[config.mk]
export PLATFORM = sky130hd
export DESIGN_NAME = cv4_layer_ctrl
export DESIGN_NICKNAME = d
export VERILOG_FILES = /design/src/rtl/cnn_ctrl_pkg.sv /design/src/rtl/cv4_rd_delay.sv /design/src/rtl/cv4_layer_ctrl.sv
export SDC_FILE = /design/constraint.sdc
export NUM_CORES = 1
export LEC_CHECK = 0
export BUFFER_PORTS_ARGS = -buffer_cell sky130_fd_sc_hd__buf_2
export CAP_MARGIN = 20
export CELL_PAD_IN_SITES_DETAIL_PLACEMENT = 1
export CELL_PAD_IN_SITES_GLOBAL_PLACEMENT = 2
export CORE_UTILIZATION = 37
export CTS_BUF_LIST = sky130_fd_sc_hd__clkbuf_2
export CTS_CLUSTER_SIZE = 14
export DETAILED_ROUTE_END_ITERATION = 10
export HOLD_SLACK_MARGIN = 0.12
export PLACE_DENSITY = 0.88
export RECOVER_POWER = 100
export SYNTH_ARGS = -nofsm -noshare
export SYNTH_HDL_FRONTEND = slang
export SYNTH_SLANG_ARGS = --single-unit
[constraint.sdc]
create_clock -name clk -period 5.4 [get_ports clk]
set_clock_uncertainty 0.15 [all_clocks]
set_input_delay 1.08 -clock clk [delete_from_list [all_inputs] [get_ports clk]]
set_output_delay 1.08 -clock clk [all_outputs]
set_load 0.03 [all_outputs]
[src/rtl/cnn_ctrl_pkg.sv]
// Shared types and default sizing for the cv4 layer controller.
package cnn_ctrl_pkg;

   typedef enum logic [2:0] {
      IDLE   = 3'd0,
      LOAD   = 3'd1,
      STREAM = 3'd2,
      DRAIN  = 3'd3,
      DONE   = 3'd4
   } cv4_ctrl_state_e;

   localparam int CV4_KERNEL_SIZE_DEF   = 4;
   localparam int CV4_IMG_COLS_DEF      = 5;
   localparam int CV4_OUT_CHANNELS_DEF  = 16;
   localparam int CV4_MEM_RD_LAT_DEF    = 1;
   localparam int CV4_DRAIN_TIMEOUT_DEF = 64;

   function automatic int cv4_out_cols(input int kernel_size, input int img_cols);
      return img_cols - kernel_size + 1;
   endfunction

endpackage

[src/rtl/cv4_rd_delay.sv]
// Read-latency matching pipe: delays a memory read strobe by LAT cycles so it lines
// up with the returned data; flush clears everything in flight.
module cv4_rd_delay #(
   parameter int LAT = 1
) (
   input  logic clk,
   input  logic rst,
   input  logic flush,
   input  logic din,
   output logic dout,
   output logic pending
);

   logic [LAT-1:0] pipe_q;
   logic [LAT-1:0] pipe_d;
   logic [LAT-1:0] shift_in;

   if (LAT == 1) begin : g_one
      assign shift_in = din;
   end else begin : g_multi
      assign shift_in = {pipe_q[LAT-2:0], din};
   end

   always_comb begin
      pipe_d = flush ? '0 : shift_in;
   end

   always_ff @(posedge clk) begin
      if (rst) pipe_q <= '0;
      else     pipe_q <= pipe_d;
   end

   assign dout    = pipe_q[LAT-1];
   assign pending = |pipe_q;

endmodule

[src/rtl/cv4_layer_ctrl.sv]
// Layer sequencer for one cv4 channel datapath: kernel load, activation stream, drain.
// Optional build macro CV4_CTRL_PERF_EN adds busy-cycle and stall-cycle counters.
//
//  state  | meaning
//  IDLE   | waiting for start; error flag holds its value
//  LOAD   | one kernel column read per cycle for the current output channel
//  STREAM | activation column reads, paused by stall_in
//  DRAIN  | waiting for all results of the channel and empty read pipes
//  DONE   | one-cycle done pulse
module cv4_layer_ctrl
   import cnn_ctrl_pkg::*;
#(
   parameter int KERNEL_SIZE   = CV4_KERNEL_SIZE_DEF,
   parameter int IMG_COLS      = CV4_IMG_COLS_DEF,
   parameter int OUT_CHANNELS  = CV4_OUT_CHANNELS_DEF,
   parameter int MEM_RD_LAT    = CV4_MEM_RD_LAT_DEF,
   parameter int DRAIN_TIMEOUT = CV4_DRAIN_TIMEOUT_DEF,
   localparam int OUT_COLS = cv4_out_cols(KERNEL_SIZE, IMG_COLS),
   localparam int KA_W     = $clog2(OUT_CHANNELS * KERNEL_SIZE),
   localparam int AA_W     = $clog2(IMG_COLS),
   localparam int OC_W     = $clog2(OUT_CHANNELS)
) (
   input  logic            clk,
   input  logic            rst,
   input  logic            start,
   input  logic            stall_in,
   input  logic            dp_valid_out,
   output logic            busy,
   output logic            done,
   output logic            error,
   output logic            kern_rd_en,
   output logic [KA_W-1:0] kern_rd_addr,
   output logic            act_rd_en,
   output logic [AA_W-1:0] act_rd_addr,
   output logic            dp_kernel_load,
   output logic            dp_valid_in,
   output logic            out_valid,
   output logic [OC_W-1:0] out_oc,
   output logic [AA_W-1:0] out_col,
   output logic            out_last
`ifdef CV4_CTRL_PERF_EN
   ,
   output logic [31:0]     perf_cycles,
   output logic [31:0]     perf_stalls
`endif
);

   localparam int KW = $clog2(KERNEL_SIZE + 1);
   localparam int RW = AA_W + 1;
   localparam int DW = $clog2(DRAIN_TIMEOUT + 1);

   cv4_ctrl_state_e state_q, state_d;
   logic [KW-1:0]   k_q, k_d;
   logic [AA_W-1:0] col_q, col_d;
   logic [RW-1:0]   res_cnt_q, res_cnt_d;
   logic [OC_W-1:0] oc_q, oc_d;
   logic [DW-1:0]   drain_q, drain_d;
   logic            error_q, error_d;
   logic            abort;
   logic            start_acc;
   logic            kern_pend;
   logic            act_pend;
   logic            res_full;

   assign res_full = (res_cnt_q == RW'(OUT_COLS));

   always_comb begin
      state_d   = state_q;
      k_d       = k_q;
      col_d     = col_q;
      res_cnt_d = res_cnt_q;
      oc_d      = oc_q;
      drain_d   = drain_q;
      error_d   = error_q;
      abort     = 1'b0;
      start_acc = 1'b0;
      case (state_q)
         IDLE: begin
            if (dp_valid_out) begin
               error_d = 1'b1;
            end else if (start) begin
               start_acc = 1'b1;
               error_d   = 1'b0;
               state_d   = LOAD;
               k_d       = '0;
               col_d     = '0;
               res_cnt_d = '0;
               oc_d      = '0;
               drain_d   = '0;
            end
         end
         LOAD: begin
            if (dp_valid_out) begin
               abort = 1'b1;
            end else if (k_q == KW'(KERNEL_SIZE - 1)) begin
               k_d     = '0;
               state_d = STREAM;
            end else begin
               k_d = k_q + 1'b1;
            end
         end
         STREAM: begin
            if (dp_valid_out) begin
               if (res_full) abort = 1'b1;
               else          res_cnt_d = res_cnt_q + 1'b1;
            end
            if (!stall_in) begin
               if (col_q == AA_W'(IMG_COLS - 1)) begin
                  col_d   = '0;
                  drain_d = '0;
                  state_d = DRAIN;
               end else begin
                  col_d = col_q + 1'b1;
               end
            end
         end
         DRAIN: begin
            if (dp_valid_out && res_full) begin
               abort = 1'b1;
            end else if (!dp_valid_out && res_full && !kern_pend && !act_pend) begin
               res_cnt_d = '0;
               drain_d   = '0;
               if (oc_q == OC_W'(OUT_CHANNELS - 1)) begin
                  state_d = DONE;
               end else begin
                  oc_d    = oc_q + 1'b1;
                  k_d     = '0;
                  state_d = LOAD;
               end
            end else if (drain_q == DW'(DRAIN_TIMEOUT - 1)) begin
               abort = 1'b1;
            end else begin
               drain_d = drain_q + 1'b1;
               if (dp_valid_out) res_cnt_d = res_cnt_q + 1'b1;
            end
         end
         DONE: begin
            if (dp_valid_out) begin
               abort = 1'b1;
            end else begin
               oc_d    = '0;
               state_d = IDLE;
            end
         end
         default: state_d = IDLE;
      endcase
      // Any abort leaves the controller idle with clean tags and a sticky error.
      if (abort) begin
         state_d   = IDLE;
         error_d   = 1'b1;
         k_d       = '0;
         col_d     = '0;
         res_cnt_d = '0;
         oc_d      = '0;
         drain_d   = '0;
      end
   end

   always_ff @(posedge clk) begin
      if (rst) begin
         state_q   <= IDLE;
         k_q       <= '0;
         col_q     <= '0;
         res_cnt_q <= '0;
         oc_q      <= '0;
         drain_q   <= '0;
         error_q   <= 1'b0;
      end else begin
         state_q   <= state_d;
         k_q       <= k_d;
         col_q     <= col_d;
         res_cnt_q <= res_cnt_d;
         oc_q      <= oc_d;
         drain_q   <= drain_d;
         error_q   <= error_d;
      end
   end

   assign busy         = (state_q != IDLE);
   assign done         = (state_q == DONE) && !dp_valid_out;
   assign error        = error_q;
   assign kern_rd_en   = (state_q == LOAD);
   assign kern_rd_addr = KA_W'(int'(oc_q) * KERNEL_SIZE + int'(k_q));
   assign act_rd_en    = (state_q == STREAM) && !stall_in;
   assign act_rd_addr  = col_q;
   assign out_valid    = dp_valid_out && ((state_q == STREAM) || (state_q == DRAIN));
   assign out_oc       = oc_q;
   assign out_col      = res_cnt_q[AA_W-1:0];
   assign out_last     = out_valid && (oc_q == OC_W'(OUT_CHANNELS - 1))
                         && (res_cnt_q == RW'(OUT_COLS - 1));

   cv4_rd_delay #(.LAT(MEM_RD_LAT)) u_kern_dly (
      .clk     (clk),
      .rst     (rst),
      .flush   (abort),
      .din     (kern_rd_en),
      .dout    (dp_kernel_load),
      .pending (kern_pend)
   );

   cv4_rd_delay #(.LAT(MEM_RD_LAT)) u_act_dly (
      .clk     (clk),
      .rst     (rst),
      .flush   (abort),
      .din     (act_rd_en),
      .dout    (dp_valid_in),
      .pending (act_pend)
   );

`ifdef CV4_CTRL_PERF_EN
   logic [31:0] perf_cycles_q, perf_cycles_d;
   logic [31:0] perf_stalls_q, perf_stalls_d;

   always_comb begin
      perf_cycles_d = perf_cycles_q;
      perf_stalls_d = perf_stalls_q;
      if (start_acc) begin
         perf_cycles_d = '0;
         perf_stalls_d = '0;
      end else begin
         if (busy && (perf_cycles_q != '1))
            perf_cycles_d = perf_cycles_q + 1'b1;
         if ((state_q == STREAM) && stall_in && (perf_stalls_q != '1))
            perf_stalls_d = perf_stalls_q + 1'b1;
      end
   end

   always_ff @(posedge clk) begin
      if (rst) begin
         perf_cycles_q <= '0;
         perf_stalls_q <= '0;
      end else begin
         perf_cycles_q <= perf_cycles_d;
         perf_stalls_q <= perf_stalls_d;
      end
   end

   assign perf_cycles = perf_cycles_q;
   assign perf_stalls = perf_stalls_q;
`endif

endmodule

==> run_results.csv, run 1 <==
group,metric,value,unit
timing,setup_tns,0,ns
route,drt_iter0_drc,57,
route,drt-wirelength-per-cell,16.05,um
worst_setup_path,crit_path_max_fanout,17,
cells_and_area,multi_input_area,1201,um2
timing,tightestPinTransition,0.7979,ns
status,status,"complete, no violations",
timing,rsz0062_at_grt,"no",
min_path,holdPathStages,2,
grt,gr-usage-all-layers,19.91,%
synth,synth-edff-count,0,
synth,ys_top_cells_by_area,"dfxtp_1, ha_1, a21oi_1, nor2_1, buf_4",
worst_setup_path,r2r_cells,5,
route,met2_length,2325,um
clocking,clkLatencyLatePin,0.38,ns
pwr,clkPwrFrac,15.2,%
synth,synth-seq-area-share,28.67,%
grt,grt_antenna_before_repair,0,
route,first_pass_iters,4,
grt,grt_pass1_vias,1759,
cells_and_area,fin_cells,308,
synth,syn_inst,224,
clocking,clk_pin_slew,0.26,ns
clocking,post_cts_resized,0,
synth,ys_async_sr_fraction,0,%
timing,final.min_clock_period,3.719,ns
floorplanning,dieHeight,73.39,um
floorplanning,ioPinCount,30,
synth,syn_avg_cell_area,8.418,um2
route,drc_errors,0,
synth,synthFlopType,"dfxtp_1",
placement,gp_congestion,0.7579,
timing,timing.fmax,0.2689,GHz
clocking,clockBufferDepth,2,
route,final_antenna_net_count,0,
placement,placed_cells,304,
pwr,power_density,277.3,nW/um2
synth,synthTopCellsByCount,"dfxtp_1, nor2_1, a21oi_1",
clocking,htreeDepth,1,
route,wl_met1,2427,um
worst_setup_path,cp_common_cell,"clkbuf_1",
synth,synth_warnings,0,
worst_setup_path,crit_chain,"clkbuf_1, nand2_1, nor3_1, clkbuf_1",
clocking,cts_hold_buffers,0,
route,drt-vias-per-instance,5.601,
synth,synth_top_cell_area_share,28.67,%
route,highest_layer,"met4",
clocking,postCtsSetupRepairBufs,0,
grt,grt_overflow,0,
floorplanning,die_area,5385,um2
synth,synth_cell_types,65,
worst_setup_path,cp-start-kind,"input pin",
synth,yosys.area.top_type,"dfxtp_1",
clocking,cts_tree,"done",
pwr,cellLeakagePower,0.7180,nW
worst_setup_path,crit_slowest_cell,"clkbuf_1",
floorplanning,start_util,39.14,%
synth,synth_most_common_cell,"dfxtp_1",
pwr,seq_power_share,43.6,%
worst_setup_path,cp_data_required_time,4.17,ns
pwr,max-vdd-ir-drop,125.9,uV
worst_setup_path,max_stage_delay,0.58,ns
clocking,cts.sinks,27,
placement,dp_hpwl,3670,um
route,route.met3.wl,129,um
clocking,cts_buffers,3,
placement,port_buffers,29,
grt,grt_pass1_wl,8383,um
timing,slew_headroom,46.74,%
floorplanning,die_w,73.39,um
grt,grt_start_max_net_pins,25,
floorplanning,rows,25,
cells_and_area,final_nets,257,
pwr,intPower,307.1,uW
worst_setup_path,cp.arrival,2.49,ns
pwr,switchingPower,245.2,uW
cells_and_area,antenna_cells,0,
cells_and_area,areaGrowthSynthToFinish,5.640,%
min_path,hold_class,"flip-flop to flip-flop",
synth,syn_nets,239,
run,cap_violations,0,
synth,ys_ff_latch,27,
timing,period_share,68.88,%
timing,slew_viol_final,0,
pwr,combPwrFrac,41.1,%
timing,finalHoldViolCount,0,
clocking,clockRootBuffer,"clkbuf_2",
worst_setup_path,criticalPathCategory,"input pin to primary output",
route,dr_total_vias,1725,
cells_and_area,layout-drive-gt1-share,9.129,%
pwr,switching_share,44.40,%
cells_and_area,area.sequential,540.5,um2
cells_and_area,num-fill-cells,644,
timing,setup_viol,0,
route,wl,4944,um
floorplanning,core,4817,um2
synth,syn_area,1886,um2
worst_setup_path,end_kind,"primary output",
flip-flops by register name (all words and copies together) (netlist names):
| register | count |
|---|---|
| drain_q | 7 |
| out_oc | 4 |
| res_cnt_q | 4 |
| act_rd_addr | 3 |
| k_q | 3 |
| state_q | 3 |
| error | 1 |
| u_act_dly.dout | 1 |
| u_kern_dly.dout | 1 |
final timing paths:
kind / start / endpoint / slack [ns]
setup / recovery: dp_valid_out / out_last / 1.68
hold / removal: act_rd_addr[1] / act_rd_addr[1] / 0.37
setup reg to reg: state_q[0] / res_cnt_q[2] / 2.53
hold reg to reg: act_rd_addr[1] / act_rd_addr[1] / 0.37
metrics by stage:
step	utilization [%]	hold WS, ns	power (mW)	cell area [um2]	worst slack (ns)
after global routing	41.35	0.3931	0.5908	1992	1.553
after detailed placement	41.79	0.3389	0.4785	2013	2.153
final	41.35	0.3655	0.5523	1992	1.681
after floorplan	-	0.3196	0.4307	1886	1.889
after global placement	41.79	0.3306	0.4749	2013	2.197
after CTS	42.21	0.3692	0.5638	2033	2.020
power groups by stage:
stage          Combinational, mW  Clock, mW  Sequential [mW]
5_1_grt                    0.252     0.0940            0.245
3_3_place_gp               0.230          0            0.245
2_1_floorplan              0.194          0            0.237
3_5_place_dp               0.233          0            0.245
4_1_cts                    0.234     0.0882            0.241
6_report                   0.227     0.0842            0.241
per-layer routing:
layer  up-vias  GRT usage, %
li1        858             -
met1       829         26.46
met2        33         33.44
met3         5         2.058
met4         0         7.051
met5         -             0
cell usage in the layout, fill, tap and decap left out, types with 3 or more instances in the layout:
cell type and n:
ha_1 10, buf_2 3, a211oi_1 5, dfxtp_1 27, mux2i_1 4, o22ai_1 3, o21ai_0 9, nand2b_1 3
a21oi_1 23, nor2b_1 4, nor2_1 26, nor3_1 8, nand2_1 12, a2111oi_0 3, inv_1 8, a41oi_1 3
nand3b_1 3, clkbuf_2 4, a21o_1 3, clkbuf_1 26
area by class of cell:
cell class | count | share of cell area [%]
inverters | 9 | 1.696
well taps | 67 | 4.209
multi-input cells | 172 | 60.30
flip-flops and latches | 27 | 27.14
repair buffers | 29 | 5.653
clock buffers | 4 | 1.005
cell families (layout without fill, tap and decap cells):
logic type | Yosys count | count (layout) | synth area share [%]
compound gates | 71 | 71 | 27.61
xor+xnor | 3 | 3 | 1.394
fa+ha+maj | 10 | 10 | 6.636
flops | 27 | 27 | 28.67
mux | 4 | 4 | 2.124
buf+inv | 25 | 42 | 7.167
simple gates | 84 | 84 | 26.41
worst max-delay path: cells and delay by family:
family	cells	cell delay, ns
buffers and inverters	2	0.91
and+or+nand+nor	2	0.49
No activity file was read; power rests on OpenSTA's default activity.
==> inputs of run 2 (changes only) <==
CORE_UTILIZATION = 31   (was 37)
PLACE_DENSITY = 0.79   (was 0.88)
clock period = 3.2 ns   (was 5.4 ns; I/O delays follow)
==> run_results.csv, run 2 (synthesis gave the netlist of run 1 again) <==
group,metric,value,unit
clocking,clkLatencyLatePin,0.39,ns
pwr,intPower,520.2,uW
min_path,hold_class,"input pin to flip-flop",
route,dr_total_vias,1758,
timing,rsz0062_at_grt,"no",
worst_setup_path,end_kind,"primary output",
route,wl,5062,um
clocking,cts_buffers,3,
floorplanning,dieHeight,79.99,um
route,final_antenna_net_count,0,
timing,whs,0.2745,ns
pwr,max-vdd-ir-drop,194.0,uV
cells_and_area,final_nets,261,
clocking,postCtsSetupRepairBufs,0,
timing,slew_headroom,55.76,%
timing,tightestPinTransition,0.6636,ns
grt,top_usage_layer,"met2",
status,status,"complete, no violations",
route,drc_errors,0,
pwr,seq_power_share,41.7,%
route,drt_iter0_drc,81,
pwr,clkPwrFrac,14.7,%
grt,grt_overflow,0,
route,drt-wirelength-per-cell,15.82,um
clocking,htreeDepth,1,
cells_and_area,num-fill-cells,735,
cells_and_area,largest_register,"drain_q",
floorplanning,ioPinCount,30,
placement,dp_hpwl,3845,um
route,drt-vias-per-instance,5.494,
grt,grt_pass1_wl,8397,um
floorplanning,die_w,79.99,um
worst_setup_path,cp-start-kind,"flip-flop",
clocking,cts_tree,"done",
worst_setup_path,crit_slowest_cell,"dfxtp_1",
clocking,clockBufferDepth,2,
clocking,clk_pin_slew,0.28,ns
timing,timing.fmax,0.3529,GHz
worst_setup_path,max_stage_delay,0.64,ns
pwr,switching_share,44.81,%
grt,grt_start_max_net_pins,18,
cells_and_area,areaGrowthSynthToFinish,7.764,%
timing,setup_tns,0,ns
cells_and_area,antenna_cells,0,
timing,final.min_clock_period,2.834,ns
pwr,switchingPower,422.4,uW
floorplanning,start_util,32.04,%
worst_setup_path,crit_chain,"nand2b_1, nor3_1, clkbuf_1",
cells_and_area,layout-drive-gt1-share,11.02,%
timing,setup_viol,0,
timing,slew_viol_final,0,
worst_setup_path,crit_path_max_fanout,14,
timing,finalHoldViolCount,0,
pwr,combPwrFrac,43.6,%
grt,grt_antenna_before_repair,0,
grt,gr-usage-all-layers,16.80,%
run,cap_violations,0,
grt,grt_pass1_vias,1703,
clocking,post_cts_resized,0,
floorplanning,rows,28,
grt,met2_usage,29.23,%
placement,gp_congestion,0.8138,
route,first_pass_iters,4,
floorplanning,core,5886,um2
clocking,cts.sinks,27,
worst_setup_path,cp.arrival,2.04,ns
pwr,cellLeakagePower,0.7375,nW
placement,port_buffers,29,
cells_and_area,final_cell_mix,"dfxtp_1, nor2_1, clkbuf_1",
clocking,clockRootBuffer,"clkbuf_2",
cells_and_area,largest_register_ffs,7,
cells_and_area,mostFrequentLayoutCell,"dfxtp_1",
pwr,power_density,463.9,nW/um2
worst_setup_path,criticalPathCategory,"flip-flop to primary output",
timing,period_share,88.56,%
worst_setup_path,cp_data_required_time,2.41,ns
grt,met3_usage,3.200,%
clocking,cts_hold_buffers,0,
floorplanning,die_area,6398,um2
grt,grt_use_met1,21.90,%
-- run 2: cell types whose count changed in the layout (fill, tap and decap cells not counted), sizes merged --
cell	before	now
buf	3	7
clkinv	0	1
clkbuf	30	29
-- run 2: final timing paths --
kind                start  cells after the start  slack [ns]    endpoint
max reg2reg  res_cnt_q[0]                      7        0.57  drain_q[2]
max            state_q[1]                      3        0.37   act_rd_en
min reg2reg    drain_q[6]                      1        0.37  drain_q[6]
min                   rst                      2        0.27       error
-- run 2: critical path, delay by kind of cell, from the launching register on --
kind	cells	cell delay, ns
simple gates	2	0.67
buf+inv	1	0.35
flops	1	0.64
-- run 2: layout make-up --
class	count	area [um2]	share of cell area, %
clock buffers	3	15.01	0.7389
clock inverters	1	5.005	0.2463
flip-flops and latches	27	540.5	26.60
repair buffers	33	137.6	6.773
inverters	9	33.78	1.663
well taps	75	93.84	4.618
multi-input cells	172	1206	59.36
-- run 2: power by group through the flow --
| stage | sequential [mW] | combinational, mW | clock [mW] |
|---|---|---|---|
| final | 0.393 | 0.411 | 0.138 |
| after global placement | 0.399 | 0.420 | 0 |
| after CTS | 0.393 | 0.423 | 0.155 |
| after global routing | 0.399 | 0.453 | 0.159 |
| after floorplan | 0.400 | 0.327 | 0 |
| after detailed placement | 0.399 | 0.421 | 0 |
-- run 2: layer usage --
metal	vias to the layer above	share of wire [%]	wire length [um]
met5	-	0	0
met4	0	0.38	19
met3	2	2.8	142
met2	25	48	2405
met1	862	49	2494
li1	869	-	-
-- run 2: metrics by stage --
| stage | setup slack, ns | instance area (um2) | power, mW | util, % | instances |
|---|---|---|---|---|---|
| after floorplan | 0.5687 | 1886 | 0.7267 | - | 224 |
| after global placement | 0.7269 | 2053 | 0.8195 | 34.89 | 316 |
| after detailed placement | 0.7014 | 2053 | 0.8198 | 34.89 | 316 |
| after CTS | 0.4233 | 2073 | 0.9713 | 35.23 | 320 |
| after global routing | 0.1740 | 2032 | 1.011 | 34.52 | 320 |
| final | 0.3660 | 2032 | 0.9426 | 34.52 | 320 |
==> inputs of run 3 (changes only) <==
CORE_UTILIZATION = 35   (was 31)
PLACE_DENSITY = 0.84   (was 0.79)
clock period = 3.15 ns   (was 3.2 ns; I/O delays follow)
==> run_results.csv, run 3 (synthesis gave the netlist of run 1 again) <==
group,metric,value,unit
route,drc_errors,0,
worst_setup_path,timing.rr.start,"state_q[0]",
grt,grt_overflow,0,
timing,slew_headroom,34.21,%
placement,gp_congestion,0.7720,
clocking,clkLatencyLatePin,0.38,ns
worst_setup_path,crit_slowest_cell,"dfxtp_1",
cells_and_area,antenna_cells,0,
route,drt_iter0_drc,71,
floorplanning,start_util,36.68,%
placement,dpl_cell_area,2039,um2
clocking,cts_buffers,3,
worst_setup_path,cp_data_required_time,2.37,ns
floorplanning,die_w,75.40,um
worst_setup_path,max_stage_delay,0.65,ns
clocking,post_cts_resized,0,
worst_setup_path,r2r_cells,6,
cells_and_area,area.sequential,540.5,um2
placement,port_buffers,29,
worst_setup_path,cp-start-kind,"flip-flop",
grt,grt_antenna_before_repair,0,
timing,final.min_clock_period,2.838,ns
route,drt-wirelength-per-cell,15.68,um
cells_and_area,mostFrequentLayoutCell,"dfxtp_1",
clocking,clk_pin_slew,0.28,ns
worst_setup_path,crit_chain,"nor2b_1, nand2_1, nor3_1, clkbuf_1",
route,drt-vias-per-instance,5.513,
placement,post-place-ws,0.6838,ns
clocking,cts.sinks,27,
route,wl,4924,um
cells_and_area,fin_cells,314,
cells_and_area,layout-drive-gt1-share,10.66,%
floorplanning,die_area,5685,um2
timing,slew_viol_final,0,
grt,grt_pass1_vias,1695,
timing,setup_slack,0.3123,ns
route,wl_met1,2464,um
clocking,htreeDepth,1,
timing,setup_viol,0,
clocking,postCtsSetupRepairBufs,0,
timing,tightestPinTransition,0.9620,ns
clocking,cts_tree,"done",
worst_setup_path,reg2reg_to,"state_q[0]",
route,final_antenna_net_count,0,
min_path,min_to,"error",
cells_and_area,multi_input_area,1187,um2
floorplanning,dieHeight,75.40,um
timing,finalHoldViolCount,0,
pwr,max-vdd-ir-drop,286.4,uV
route,first_pass_iters,4,
cells_and_area,final_nets,260,
placement,placed_cells,310,
pwr,power_density,464.8,nW/um2
status,status,"complete, no violations",
pwr,seq_power_share,43.3,%
floorplanning,rows,26,
pwr,intPower,520.3,uW
floorplanning,core,5140,um2
pwr,cellLeakagePower,0.7326,nW
timing,setup_tns,0,ns
worst_setup_path,crit_path_max_fanout,14,
pwr,switching_share,44.04,%
run,cap_violations,0,
pwr,combPwrFrac,42.1,%
timing,timing.fmax,0.3524,GHz
clocking,clockBufferDepth,2,
cells_and_area,largest_register_ffs,7,
pwr,switchingPower,409.6,uW
route,dr_total_vias,1731,
cells_and_area,areaGrowthSynthToFinish,6.105,%
min_path,min_from,"rst",
floorplanning,ioPinCount,30,
route,met2_length,2270,um
cells_and_area,num-fill-cells,681,
grt,grt_start_max_net_pins,18,
worst_setup_path,end_kind,"primary output",
placement,dp_hpwl,3747,um
worst_setup_path,criticalPathCategory,"flip-flop to primary output",
clocking,cts_hold_buffers,0,
timing,period_share,90.09,%
pwr,clkPwrFrac,14.6,%
grt,gr-usage-all-layers,18.93,%
worst_setup_path,cp.arrival,2.06,ns
cells_and_area,largest_register,"drain_q",
clocking,clockRootBuffer,"clkbuf_2",
grt,grt_pass1_wl,8259,um
min_path,holdPathStages,2,
cells_and_area,final_cell_mix,"dfxtp_1, nor2_1, clkbuf_1",
route,route.met3.wl,120,um
cells_and_area,final_cell_area,2001,um2
min_path,hold_class,"input pin to flip-flop",
worst_setup_path,reg2reg_slack,0.32,ns
timing,rsz0062_at_grt,"no",
route,highest_layer,"met4",
## run 3: cell count changes in the layout (fill, tap and decap cells not counted), sizes merged
cell | before | now
buf | 7 | 6
## run 3: worst max-delay path by stage
stage / startpoint / endpoint / cells past startpoint
5_1_grt: state_q[0] / state_q[0] / 6
4_1_cts: state_q[1] / act_rd_en / 3
2_1_floorplan: dp_valid_out / done / 2
6_report: state_q[1] / out_last / 4
3_3_place_gp: dp_valid_out / res_cnt_q[2] / 7
3_5_place_dp: dp_valid_out / res_cnt_q[2] / 7
## run 3: power by group through the flow
stage                     Sequential (mW)  Combinational (mW)  Clock [mW]
after global placement              0.410               0.416           0
after floorplan                     0.406               0.332           0
after detailed placement            0.409               0.420           0
after CTS                           0.402               0.422       0.143
after global routing                0.408               0.434       0.152
final                               0.403               0.392       0.135
## run 3: routing by layer
| metal | track usage (%) | vias up |
|---|---|---|
| li1 | - | 873 |
| met2 | 30.36 | 33 |
| met5 | 0 | - |
| met3 | 3.175 | 6 |
| met1 | 26.23 | 819 |
| met4 | 5.350 | 0 |
## run 3: cell type report
type | count | area share (%)
multi-input combinational | 172 | 59.35
sequential | 27 | 27.02
timing repair buffer | 32 | 6.567
tap | 70 | 4.378
inverter | 9 | 1.689
clock buffer | 3 | 0.7505
clock inverter | 1 | 0.2502
## run 3: critical path: cells and delay by family, from the launching register on
kind | cells | cell delay [ns]
AND/OR/NAND/NOR | 3 | 0.69
flip-flops | 1 | 0.65
buffers and inverters | 1 | 0.33
## run 3: stage by stage
step | hold WS, ns | utilization, % | power (mW)
floorplan | 0.3196 | - | 0.7383
global placement | 0.3263 | 39.68 | 0.8258
detailed placement | 0.3326 | 39.68 | 0.8288
CTS | 0.2075 | 40.07 | 0.9673
global route | 0.2022 | 38.92 | 0.9940
finish | 0.2282 | 38.92 | 0.9299
